<file path="src/rtl/sram_like_arbiter.sv">
// sram_like_arbiter
//   Shares one SRAM-like slave port between the instruction-fetch master
//   (inst_*) and the data master (data_*). It arbitrates address phases and
//   records the owner of every accepted transaction in an owner FIFO. Each
//   in-order slave response (sram_data_ok / sram_rdata) is then routed back
//   to the master that issued it.
//
// Ports
//   clk, reset            single clock; synchronous active-high reset
//   inst_*  (in)          inst master request: req, wr, size, addr, wstrb, wdata
//   inst_addr_ok (out)    inst address phase accepted this cycle
//   inst_data_ok (out)    inst response valid this cycle
//   inst_rdata   (out)    inst read data (valid with inst_data_ok)
//   data_*                data master, same shape as inst_*
//   sram_* (out)          request fields to the slave: req, wr, size, addr, wstrb, wdata
//   sram_addr_ok (in)     slave accepted the address phase
//   sram_data_ok (in)     slave response, in order
//   sram_rdata   (in)     slave read data
//   arb_err      (out)    sticky: a response arrived while no transaction was in flight
//
// Configuration
//   ARB_INST_CANCEL_EN    adds the inst_cancel input. While it is high, every
//                         in-flight inst transaction (including one accepted in
//                         that cycle) is marked discard. Its response is then
//                         popped without raising inst_data_ok.
//
// Parameter
//   MAX_OUTSTANDING       accepted-but-unanswered limit; power of 2, 1..8

module sram_like_arbiter #(
    parameter int unsigned MAX_OUTSTANDING = 2
) (
    input  logic        clk,
    input  logic        reset,

    input  logic        inst_req,
    input  logic        inst_wr,
    input  logic [1:0]  inst_size,
    input  logic [31:0] inst_addr,
    input  logic [3:0]  inst_wstrb,
    input  logic [31:0] inst_wdata,
    output logic        inst_addr_ok,
    output logic        inst_data_ok,
    output logic [31:0] inst_rdata,

    input  logic        data_req,
    input  logic        data_wr,
    input  logic [1:0]  data_size,
    input  logic [31:0] data_addr,
    input  logic [3:0]  data_wstrb,
    input  logic [31:0] data_wdata,
    output logic        data_addr_ok,
    output logic        data_data_ok,
    output logic [31:0] data_rdata,

`ifdef ARB_INST_CANCEL_EN
    input  logic        inst_cancel,
`endif

    output logic        sram_req,
    output logic        sram_wr,
    output logic [1:0]  sram_size,
    output logic [31:0] sram_addr,
    output logic [3:0]  sram_wstrb,
    output logic [31:0] sram_wdata,
    input  logic        sram_addr_ok,
    input  logic        sram_data_ok,
    input  logic [31:0] sram_rdata,

    output logic        arb_err
);

    localparam int unsigned PW = (MAX_OUTSTANDING > 1) ? $clog2(MAX_OUTSTANDING) : 1;
    localparam int unsigned CW = $clog2(MAX_OUTSTANDING) + 1;

    typedef enum logic [1:0] {
        LOCK_NONE = 2'd0,
        LOCK_INST = 2'd1,
        LOCK_DATA = 2'd2
    } lock_t;

    lock_t                      lock_q, lock_d;
    logic [CW-1:0]              count_q;
    logic [PW-1:0]              wr_ptr_q, rd_ptr_q;
    logic [MAX_OUTSTANDING-1:0] owner_q;     // 0 = inst, 1 = data
`ifdef ARB_INST_CANCEL_EN
    logic [MAX_OUTSTANDING-1:0] discard_q;
`endif

    logic grant_data, sel_req, fifo_full, fifo_empty;
    logic push, pop, head_owner, inst_fwd;

    always_ff @(posedge clk) begin
        if (reset) begin
            lock_q <= LOCK_NONE;
        end else begin
            lock_q <= lock_d;
        end
    end

    always_comb begin
        grant_data   = 1'b0;
        lock_d       = lock_q;
        sel_req      = 1'b0;
        sram_req     = 1'b0;
        sram_wr      = 1'b0;
        sram_size    = '0;
        sram_addr    = '0;
        sram_wstrb   = '0;
        sram_wdata   = '0;
        push         = 1'b0;
        pop          = 1'b0;
        head_owner   = owner_q[rd_ptr_q];
        inst_fwd     = 1'b1;
        inst_addr_ok = 1'b0;
        data_addr_ok = 1'b0;
        inst_data_ok = 1'b0;
        data_data_ok = 1'b0;

        fifo_full  = (count_q == CW'(MAX_OUTSTANDING));
        fifo_empty = (count_q == '0);

        case (lock_q)
            LOCK_INST: grant_data = 1'b0;
            LOCK_DATA: grant_data = 1'b1;
            default:   grant_data = data_req;
        endcase

        sel_req = grant_data ? data_req : inst_req;
        if (grant_data) begin
            sram_wr    = data_wr;
            sram_size  = data_size;
            sram_addr  = data_addr;
            sram_wstrb = data_wstrb;
            sram_wdata = data_wdata;
        end else begin
            sram_wr    = inst_wr;
            sram_size  = inst_size;
            sram_addr  = inst_addr;
            sram_wstrb = inst_wstrb;
            sram_wdata = inst_wdata;
        end

        sram_req     = sel_req & ~fifo_full & ~reset;
        push         = sram_req & sram_addr_ok;
        inst_addr_ok = push & ~grant_data;
        data_addr_ok = push &  grant_data;

        // A stalled request pins the grant until it is accepted. While the
        // FIFO is full sram_req is low, so the lock is left untouched.
        if (push) begin
            lock_d = LOCK_NONE;
        end else if (sram_req) begin
            lock_d = grant_data ? LOCK_DATA : LOCK_INST;
        end

        pop = sram_data_ok & ~fifo_empty & ~reset;
`ifdef ARB_INST_CANCEL_EN
        // A head entry popped in the cancel cycle is in flight too, so it is dropped.
        inst_fwd = ~discard_q[rd_ptr_q] & ~inst_cancel;
`endif
        inst_data_ok = pop & ~head_owner & inst_fwd;
        data_data_ok = pop &  head_owner;
    end

    assign inst_rdata = sram_rdata;
    assign data_rdata = sram_rdata;

    always_ff @(posedge clk) begin
        if (reset) begin
            count_q  <= '0;
            wr_ptr_q <= '0;
            rd_ptr_q <= '0;
            owner_q  <= '0;
            arb_err  <= 1'b0;
`ifdef ARB_INST_CANCEL_EN
            discard_q <= '0;
`endif
        end else begin
`ifdef ARB_INST_CANCEL_EN
            if (inst_cancel) begin
                for (int unsigned i = 0; i < MAX_OUTSTANDING; i++) begin
                    if (!owner_q[i]) discard_q[i] <= 1'b1;
                end
            end
`endif
            if (push) begin
                owner_q[wr_ptr_q] <= grant_data;
`ifdef ARB_INST_CANCEL_EN
                discard_q[wr_ptr_q] <= inst_cancel & ~grant_data;
`endif
                wr_ptr_q <= (wr_ptr_q == PW'(MAX_OUTSTANDING - 1)) ? '0 : wr_ptr_q + PW'(1);
            end
            if (pop) begin
                rd_ptr_q <= (rd_ptr_q == PW'(MAX_OUTSTANDING - 1)) ? '0 : rd_ptr_q + PW'(1);
            end
            case ({push, pop})
                2'b10:   count_q <= count_q + CW'(1);
                2'b01:   count_q <= count_q - CW'(1);
                default: count_q <= count_q;
            endcase
            if (sram_data_ok && fifo_empty) begin
                arb_err <= 1'b1;
            end
        end
    end

endmodule

</file>
<file path="config.mk">
export PLATFORM = sky130hd
export DESIGN_NAME = sram_like_arbiter
export DESIGN_NICKNAME = d
export VERILOG_FILES = /design/src/rtl/sram_like_arbiter.sv
export SDC_FILE = /design/constraint.sdc
export NUM_CORES = 1
export LEC_CHECK = 0
export CAP_MARGIN = 20
export CORE_AREA = 4 4 124 126
export CTS_CLUSTER_SIZE = 10
export DETAILED_ROUTE_END_ITERATION = 10
export DIE_AREA = 0 0 128 130
export GPL_ROUTABILITY_DRIVEN = 0
export PLACE_DENSITY = 0.51
export SETUP_SLACK_MARGIN = 0.4
export SYNTH_ARGS = -nofsm -noshare
export SYNTH_HDL_FRONTEND = slang
export SYNTH_SLANG_ARGS = --single-unit
export TNS_END_PERCENT = 100
</file>
<file path="constraint.sdc">
create_clock -name clk -period 7 [get_ports clk]
set_clock_uncertainty 0.15 [all_clocks]
set_input_delay 0.7 -clock clk [delete_from_list [all_inputs] [get_ports clk]]
set_output_delay 0.7 -clock clk [all_outputs]
set_load 0.05 [all_outputs]
</file>
======== Word-level counts from Yosys, hierarchy flattened ========
Cells that the tools add are included.
cells by class
  bitwise gates (word level) .............. 14
  multiplexer cells ....................... 16
  add/sub/neg operators ................... 4
  equal/unequal tests ..................... 5
  reduce and logical (&&, ||, !) cells .... 5
  order comparisons ....................... 3
operators with widths
  kind                   count
  $mux W32               2
  $and A1 B1 Y1          9
  $mux W1                7
  $eq A2 B2 Y1 const B   3
  $not A1 Y1             5
  $eq A2 B1 Y1 const B   2
  $lt A1 B2 Y1 const B   2
  $mux W2                2
  $mux W4                1
  $pmux W2 S2            1
  $add A1 B1 Y1 const B  2
  $add A2 B1 Y2 const B  1
  $bwmux W2              1
  $logic_and A1 B1 Y1    2
  $logic_not A2 Y1       1
  $pmux W1 S2            1
  $reduce_bool A2 Y1     1
  $reduce_or A2 Y1       1
  $sub A2 B1 Y2 const B  1
  $demux W1 S1           1
  $ge A1 B1 Y1 const B   1
storage, ports and cells
  word-level logic and storage cells ...... 53
  register bits ........................... 9
  input bits .............................. 180

======== Depth between registers and ports, before layout ========
Gate-level depths: netlist of run 1.
  depth in word-level cells ............... 8
  gate-level depth with buffers ........... 10
  depth with buffers taken out ............ 10

======== Worst setup path before layout of run 1 ========
OpenSTA, ideal clock, no wires.
  path kind ............................... input port to output port
  start point ............................. in reset
  end point ............................... out inst_data_ok
  arrival time ............................ 2.441 ns
  path slack .............................. 3.709 ns
  cell stages on the path ................. 2
  cell sequence ........................... clkbuf_1 -> nor4_1
on the way
  cells in the longest elaborated chain, start to end .. 3
RTL lines
  element             RTL line  text
  start: declaration  34        input logic reset,
  $not A1 Y1          157       pop = sram_data_ok & ~fifo_empty & ~reset;
  $and A1 B1 Y1       157
  $and A1 B1 Y1       162       inst_data_ok = pop & ~head_owner & inst_fwd;
  end: declaration    43        output logic inst_data_ok,
Every way passes these cells.

======== Worst setup path after layout of run 1 ========
  start point ............................. in data_req
  end point ............................... out sram_wstrb[3]
on the way
  cells in the longest elaborated chain, start to end .. 2
RTL lines
  element             RTL line  text
  start: declaration  46        input logic data_req,
  $pmux W1 S2         123       case (lock_q)
  $mux W4             130       if (grant_data) begin
  end: declaration    64        output logic [3:0] sram_wstrb,
Every way passes these cells.

==> flow_summary.ini, run 1 <==
[route]
wl_per_cell_um = 15.4
via_per_inst = 3.57
remaining_drc_errors = 0
wl_um = 8310
final_antenna_net_count = 0
dr.pass1.iters = 2
drt_iter0_drc = 25
vias = 1925

[clocking]
cts_setup_buffers = 0
postCtsHoldBufs = 0
cts_buffers = 3
cts_htree_levels = 1
clkTransAtPathRegs_ns = 0.04
worst_skew_pair.late_latency_ns = 0.24
tritoncts = built
post_cts_resized = 0
cts_root_buf = clkbuf_16
clockBufferDepth = 2
cts.sinks = 9

[sta]
slew_viol_final = 0
fin_crit_ns = 4.13
min_period_over_period_pct = 59.0
setup_viol = 0
max_slew.worst_pin.slew_ns = 0.957
relSlewSlack_pct = 36.2
fmax_ghz = 0.242
setup_tns_ns = 0
rsz0062_at_grt = no
hold_viol = 0

[critical_path]
critical_path.startpoint = data_req
required_ns = 6.15
worst_ep_arrival_time_ns = 3.28
end_kind = output port
r2r-end = count_q[1]
crit_path_end = sram_wstrb[3]
timing.rr.start = lock_q[0]
path_max_fanout = 76
crit_type = input pin to output port
reg2reg_depth = 9
rrSetupSlack_ns = 4.31
startpoint_type = input pin

[power]
p_per_area_nw_per_um2 = 149
ir_worst_vdd_v = 0.0000630
leakage_nw = 1.40

[cells_and_area]
multi_input_area_um2 = 1090
num_antenna_cells = 0
final_area_um2 = 3840
fill_cells = 1546
fin_nets = 538
drive_gt1_share_pct = 21.1
synthToLayoutAreaGrowth_pct = 115
seqCellArea_um2 = 180

[die]
coreArea_um2 = 14300
die_h_um = 130
rows = 44
die_area_um2 = 16600
initial_core_util_pct = 12.5
die_w_um = 128
ios = 321

[synth]
synth_edf_count = 0
syn_area_um2 = 1790
synth_adder_area_share_pct = 1.40
synth_area_leader_cell = mux2_2
synth_compound_area_share_pct = 3.57
synth_area_leaders = mux2_2 (43%), buf_4 (27%), dfxtp_1 (10%), mux2_1 (2.5%), nor2_1 (1.5%)
yosysMostFrequentCell = mux2_2
yosysUniqueCellTypes = 27
yosys-mux-area-fraction_pct = 46.7
syn_avg_cell_area_um2 = 8.99
synth_seq_cells = 9
synth_top_area_share_pct = 42.8
synth_simple_gate_area_share_pct = 6.85
synth_commonest_cells = mux2_2 (68), buf_4 (64), dfxtp_1 (9), nor2_1 (7)
synth_top_family_by_area = multiplexers
synth_xor_area_share_pct = 1.47
ys.flop_type = dfxtp_1
netlist_instances = 199
synth_nets = 381
ys_warn_count = 0
ys_seq_area_share_pct = 10.1
async_flop_share_pct = 0

[placement]
numPortBuffers = 224
place_area_um2 = 3760
dp_hpwl_um = 7280

[grt]
antenna_found_initial = 0
grt_use_total_pct = 9.25
grt_pass1_wl_um = 11900
grt_pass1_vias = 2230
grt_overflow = 0
grt_max_degree = 77

[status]
outcome = finished clean

[hold_path]
hold_path.class = flip-flop to flip-flop

[run]
maxCapViolCount = 0
==> through the flow <==
step	utilization, %	hold slack (ns)	worst slack, ns	power [mW]	cells
after global routing	26.8	0.334	2.70	0.596	539
after detailed placement	26.3	0.301	2.80	0.474	535
after floorplan	-	0.282	3.71	0.396	199
after CTS	26.8	0.305	2.79	0.580	539
after global placement	26.3	0.295	2.78	0.474	535
final	26.8	0.301	2.87	0.572	539
==> power by group <==
group / total [mW] / switching [mW] / internal (mW)
logic: 0.412 / 0.222 / 0.189
clock network: 0.102 / 0.0256 / 0.0762
registers: 0.0589 / 0.00327 / 0.0556
==> worst max-delay path, stage by stage <==
cell	delay, ns
clkdlybuf4s50_1	0.48
mux2i_4	0.15
buf_4	0.73
mux2_2	0.46
clkdlybuf4s50_1	0.71
==> layout make-up <==
| cell class | instances | area share (%) |
|---|---|---|
| Clock buffer | 4 | 2.05 |
| Inverter | 4 | 0.391 |
| Multi-Input combinational cell | 113 | 28.3 |
| Sequential cell | 9 | 4.69 |
| Tap cell | 184 | 6.00 |
| Timing Repair Buffer | 225 | 58.6 |
==> cells by family (layout without fill, tap and decap cells) <==
family / Yosys count / in the layout
xor gates and xnor gates: 3 / 3
muxes: 74 / 74
DFF: 9 / 9
and+or+nand+nor: 23 / 23
adders and majority gates: 2 / 2
AOI/OAI and AO/OA: 11 / 11
buffers and inverters: 77 / 233
==> routing by layer <==
| metal | wire length (µm) | vias to the layer above | GRT usage [%] | part of all wire [%] |
|---|---|---|---|---|
| met5 | 0 | - | 0 | 0 |
| met4 | 192 | 0 | 2.87 | 2.3 |
| met3 | 818 | 20 | 3.77 | 9.8 |
| met2 | 4480 | 111 | 17.5 | 54 |
| met1 | 2820 | 856 | 9.23 | 34 |
| li1 | - | 938 | - | - |
==> placed cells by master (no fill, tap or decap), drive strengths merged <==
cell type and count:
a2111o 1, a21oi 5, and2 1, and3 1, buf 1, clkbuf 4, clkdlybuf4s50 224, dfxtp 9
ha 2, inv 4, mux2 73, mux2i 1, nand2 3, nand3 2, nor2 7, nor2b 4
nor3b 1, nor4 1, o21a 1, o21ai 4, or3 3, xnor2 1, xor2 2
==> sequential cells by signal (all words and copies together) (netlist names) <==
signal,flops
lock_q,2
owner_q,2
rd_ptr_q,1
count_q,2
arb_err,1
wr_ptr_q,1
==> how the worst min path moves through the flow <==
stage	from	to	slack (ns)	cells past startpoint
2_1_floorplan	lock_q[0]	lock_q[0]	0.28	2
3_3_place_gp	lock_q[0]	lock_q[0]	0.30	2
3_5_place_dp	lock_q[0]	lock_q[0]	0.30	2
4_1_cts	lock_q[0]	lock_q[0]	0.31	2
5_1_grt	lock_q[1]	lock_q[1]	0.33	2
6_report	lock_q[0]	lock_q[0]	0.30	2
No activity file was read; power rests on OpenSTA's default activity.
==> run 2: changes to the inputs <==
Settings changed: CORE_AREA 4 4 124 126 to 4 4 122 124, DIE_AREA 0 0 128 130 to 0 0 126 128, PLACE_DENSITY 0.51 to 0.52.
Clock period 7 ns to 4 ns, I/O delays scaled along.
==> flow_summary.ini, run 2 (same netlist as run 1, synthesis figures left out) <==
[route]
dr.pass1.iters = 3
vias = 1909
wl_met3_um = 494
met2_length_um = 4390
final_antenna_net_count = 0
top_layer = met5
met1_length_um = 3200
wl_um = 8240
remaining_drc_errors = 0
wl_per_cell_um = 15.3
via_per_inst = 3.55
drt_iter0_drc = 32

[grt]
grt_pass1_vias = 2090
grt_max_degree = 55
grt_overflow = 0
grt_use_total_pct = 9.42
antenna_found_initial = 1
grt_pass1_wl_um = 12100

[clocking]
cts_setup_buffers = 0
cts_buffers = 3
clockBufferDepth = 2
postCtsHoldBufs = 0
cts_root_buf = clkbuf_16
clkTransAtPathRegs_ns = 0.04
post_cts_resized = 0
cts.sinks = 9
tritoncts = built
cts_htree_levels = 1
worst_skew_pair.late_latency_ns = 0.24

[die]
coreArea_um2 = 13800
die_h_um = 128
initial_core_util_pct = 13.0
rows = 43
die_area_um2 = 16100
ios = 321
die_w_um = 126

[critical_path]
cp_common_cell = inv_1
max_stage_delay_ns = 0.82
critPathBufInv = 3
startpoint_type = flip-flop
crit_chain = inv_1 -> ha_1 -> o21ai_1 -> a2111o_1 -> inv_1 -> nand2_1 -> nor2_1 -> clkdlybuf4s50_1
rrSetupSlack_ns = 1.37
path_max_fanout = 6
cpMaxStageDelayCell = clkdlybuf4s50_1
timing.rr.start = lock_q[0]
cp_top_family = buffers and inverters
critical_path.startpoint = lock_q[0]
crit_type = flip-flop to output port
reg2reg_depth = 9
worst_ep_arrival_time_ns = 2.73
required_ns = 3.45
r2r-end = count_q[1]
end_kind = output port

[cells_and_area]
fin_nets = 540
drive_gt1_share_pct = 21.8
final_common_cell = clkdlybuf4s50_1
final_cell_mix = clkdlybuf4s50_1 (224), mux2_2 (68), dfxtp_1 (9), nor2_1 (7), a21oi_1 (5)
num_antenna_cells = 0
synthToLayoutAreaGrowth_pct = 116
reg_top3 = count_q x2, lock_q x2, owner_q x2

[hold_path]
min_path_cells = 2
hold_end = lock_q[0]
hold_start = lock_q[0]
hold_path.class = flip-flop to flip-flop

[power]
ir_worst_vdd_v = 0.000151
p_per_area_nw_per_um2 = 261
power_mw = 1.01
leakage_nw = 1.41

[sta]
slew_viol_final = 0
min_period_over_period_pct = 82.1
fmax_ghz = 0.304
relSlewSlack_pct = 60.5
max_slew.worst_pin.slew_ns = 0.590
rsz0062_at_grt = no
setup_viol = 0
setup_tns_ns = 0
fin_crit_ns = 3.28
hold_viol = 0

[placement]
dp_hpwl_um = 7230
numPortBuffers = 224

[run]
maxCapViolCount = 0

[status]
outcome = finished clean
## run 2: cell count changes in the layout (fill, tap and decap cells not counted)
cell,delta
buf_12,+1
clkbuf_1,-1
clkinv_2,+1
buf_4,+1
## run 2: stage by stage
stage / hold WS, ns / cells / setup slack, ns / util, % / cell area [µm²]
global placement: 0.301 / 533 / 0.717 / 27.5 / 3780
detailed placement: 0.305 / 533 / 0.682 / 27.5 / 3780
finish: 0.306 / 537 / 0.716 / 28.1 / 3860
CTS: 0.309 / 537 / 0.658 / 28.1 / 3860
floorplan: 0.282 / 199 / 1.07 / - / 1790
global route: 0.333 / 537 / 0.476 / 28.1 / 3860
## run 2: power by group
part	internal [mW]	switching (mW)
clock network	0.132	0.0457
registers	0.0972	0.00623
logic	0.335	0.391
## run 2: how the worst max path moves through the flow
stage | cells after the start | slack, ns | to
6_report | 8 | 0.72 | data_addr_ok
5_1_grt | 8 | 0.48 | data_addr_ok
4_1_cts | 8 | 0.66 | data_addr_ok
3_5_place_dp | 7 | 0.68 | data_addr_ok
3_3_place_gp | 7 | 0.72 | data_addr_ok
2_1_floorplan | 7 | 1.07 | data_addr_ok
## run 2: tightest hold or removal path: stages (launching register included)
cell,delay [ns]
dfxtp_1,0.30
nand2_1,0.05
a21oi_1,0.05
## run 2: layout make-up
| cell class | count | area (µm²) |
|---|---|---|
| clock buffer | 3 | 75.1 |
| clock inverter | 1 | 5.00 |
| fill | 1508 | 9910 |
| inverter | 4 | 15.0 |
| multi-input combinational | 113 | 1090 |
| sequential | 9 | 180 |
| tap | 180 | 225 |
| timing repair buffer | 227 | 2280 |
## run 2: layer usage
layer,up-vias,global-route usage (%)
met3,22,2.50
met5,-,0
met2,71,16.9
met1,874,11.2
met4,2,2.21
li1,940,-
==> run 3: changes to the inputs <==
Settings changed: CORE_AREA 4 4 122 124 to 4 4 121 123, DIE_AREA 0 0 126 128 to 0 0 125 127, PLACE_DENSITY 0.52 to 0.55.
Clock period 4 ns to 3 ns, I/O delays scaled along.
==> flow_summary.ini, run 3 (same netlist as run 1, synthesis figures left out) <==
[status]
outcome = finished clean

[cells_and_area]
fin_nets = 548
synthToLayoutAreaGrowth_pct = 114
reg_top3 = count_q x2, lock_q x2, owner_q x2
final_cells = 545
final_common_cell = clkdlybuf4s50_1
utilization_pct = 28.1
num_antenna_cells = 0
drive_gt1_share_pct = 44.7
final_area_um2 = 3840
final_cell_mix = clkdlybuf4s50_1 (148), buf_4 (79), mux2_2 (68), dfxtp_1 (9), nor2_1 (6)

[die]
die_w_um = 125
die_h_um = 127
die_area_um2 = 15900
rows = 43
ios = 321
coreArea_um2 = 13700
initial_core_util_pct = 13.1

[sta]
min_period_over_period_pct = 83.6
max_slew.worst_pin.slew_ns = 0.501
setup_viol = 0
relSlewSlack_pct = 66.5
holdWs_ns = 0.303
setup_slack_ns = 0.492
slew_viol_final = 0
fin_crit_ns = 2.51
fmax_ghz = 0.399
hold_viol = 0
rsz0062_at_grt = no
setup_tns_ns = 0

[critical_path]
path_max_fanout = 18
cpMaxStageDelayCell = mux2_2
crit_chain = inv_1 -> ha_4 -> mux2i_4 -> buf_4 -> clkbuf_16 -> mux2_2 -> buf_4
required_ns = 2.55
startpoint_type = flip-flop
end_kind = output port
worst_ep_arrival_time_ns = 2.06
max_stage_delay_ns = 0.35
cp_common_cell = buf_4
crit_type = flip-flop to output port

[power]
p_per_area_nw_per_um2 = 350
power_mw = 1.34
leakage_nw = 1.57
ir_worst_vdd_v = 0.000202

[route]
vias = 1971
wl_per_cell_um = 15.0
dr.pass1.iters = 4
final_antenna_net_count = 0
via_per_inst = 3.62
drt_iter0_drc = 75
wl_um = 8170
remaining_drc_errors = 0

[placement]
place_inst = 533
numPortBuffers = 224
place_area_um2 = 3630
dp_hpwl_um = 6870
dpl_worst_slack_ns = 0.235

[clocking]
postCtsHoldBufs = 0
cts.sinks = 9
tritoncts = built
cts_buffers = 3
clockBufferDepth = 2
cts_root_buf = clkbuf_16
clkTransAtPathRegs_ns = 0.04
cts_htree_levels = 1
worst_skew_pair.late_latency_ns = 0.23

[hold_path]
hold_path.class = flip-flop to flip-flop

[grt]
grt_pass1_wl_um = 11500
antenna_found_initial = 0
grt_max_degree = 41
grt_overflow = 0
grt_pass1_vias = 2121
grt_use_total_pct = 8.85

[run]
maxCapViolCount = 0
==> run 3: cell types whose count changed in the layout (fill, tap and decap cells not counted), moves of 2 or more <==
cell and delta:
buf_4 +77, clkdlybuf4s50_1 -76, buf_12 +3, clkbuf_16 +2, dlymetal6s2s_1 +2
==> run 3: timing repair <==
item                                    CTS  global route
pin swaps                                 1             1
gates cloned                              0             2
buffers inserted                          0             6
endpoints found under the setup margin   37            75
gates resized for setup                   3             5
==> run 3: area by class of cell <==
cell class | count | area [µm²]
flip-flops and latches | 9 | 180
repair buffers | 235 | 2230
inverters | 4 | 18.8
multi-input cells | 113 | 1100
fillers | 1476 | 9830
well taps | 180 | 225
clock buffers | 4 | 78.8
==> run 3: final timing paths <==
path                            slack (ns)        endpoint       from  cells after the start
worst max-delay path                  0.49  sram_wdata[24]  lock_q[0]                      7
worst min-delay path                  0.30       lock_q[0]  lock_q[0]                      2
worst max register to register        0.52      count_q[1]  lock_q[0]                      9
worst min register to register        0.30       lock_q[0]  lock_q[0]                      2
==> run 3: worst max-delay path, delay by kind of cell, from the launching register on <==
kind                       cells  cell delay (ns)
DFF                            1             0.32
adders and majority gates      1             0.29
buffers and inverters          4             0.62
muxes                          2             0.58
==> run 3: where the power goes <==
group	leakage [nW]	switching (mW)	internal, mW
Sequential	0.0735	0.00862	0.130
Combinational	1.46	0.529	0.442
Clock	0.0382	0.0579	0.178
==> run 3: routing by layer <==
metal | track usage [%] | wire length (µm) | vias up | part of all wire, %
met5 | 0 | 0 | - | 0
met3 | 2.13 | 589 | 18 | 7.2
met1 | 9.97 | 3070 | 886 | 38
met2 | 16.6 | 4380 | 111 | 54
met4 | 2.49 | 131 | 0 | 1.6
li1 | - | - | 956 | -
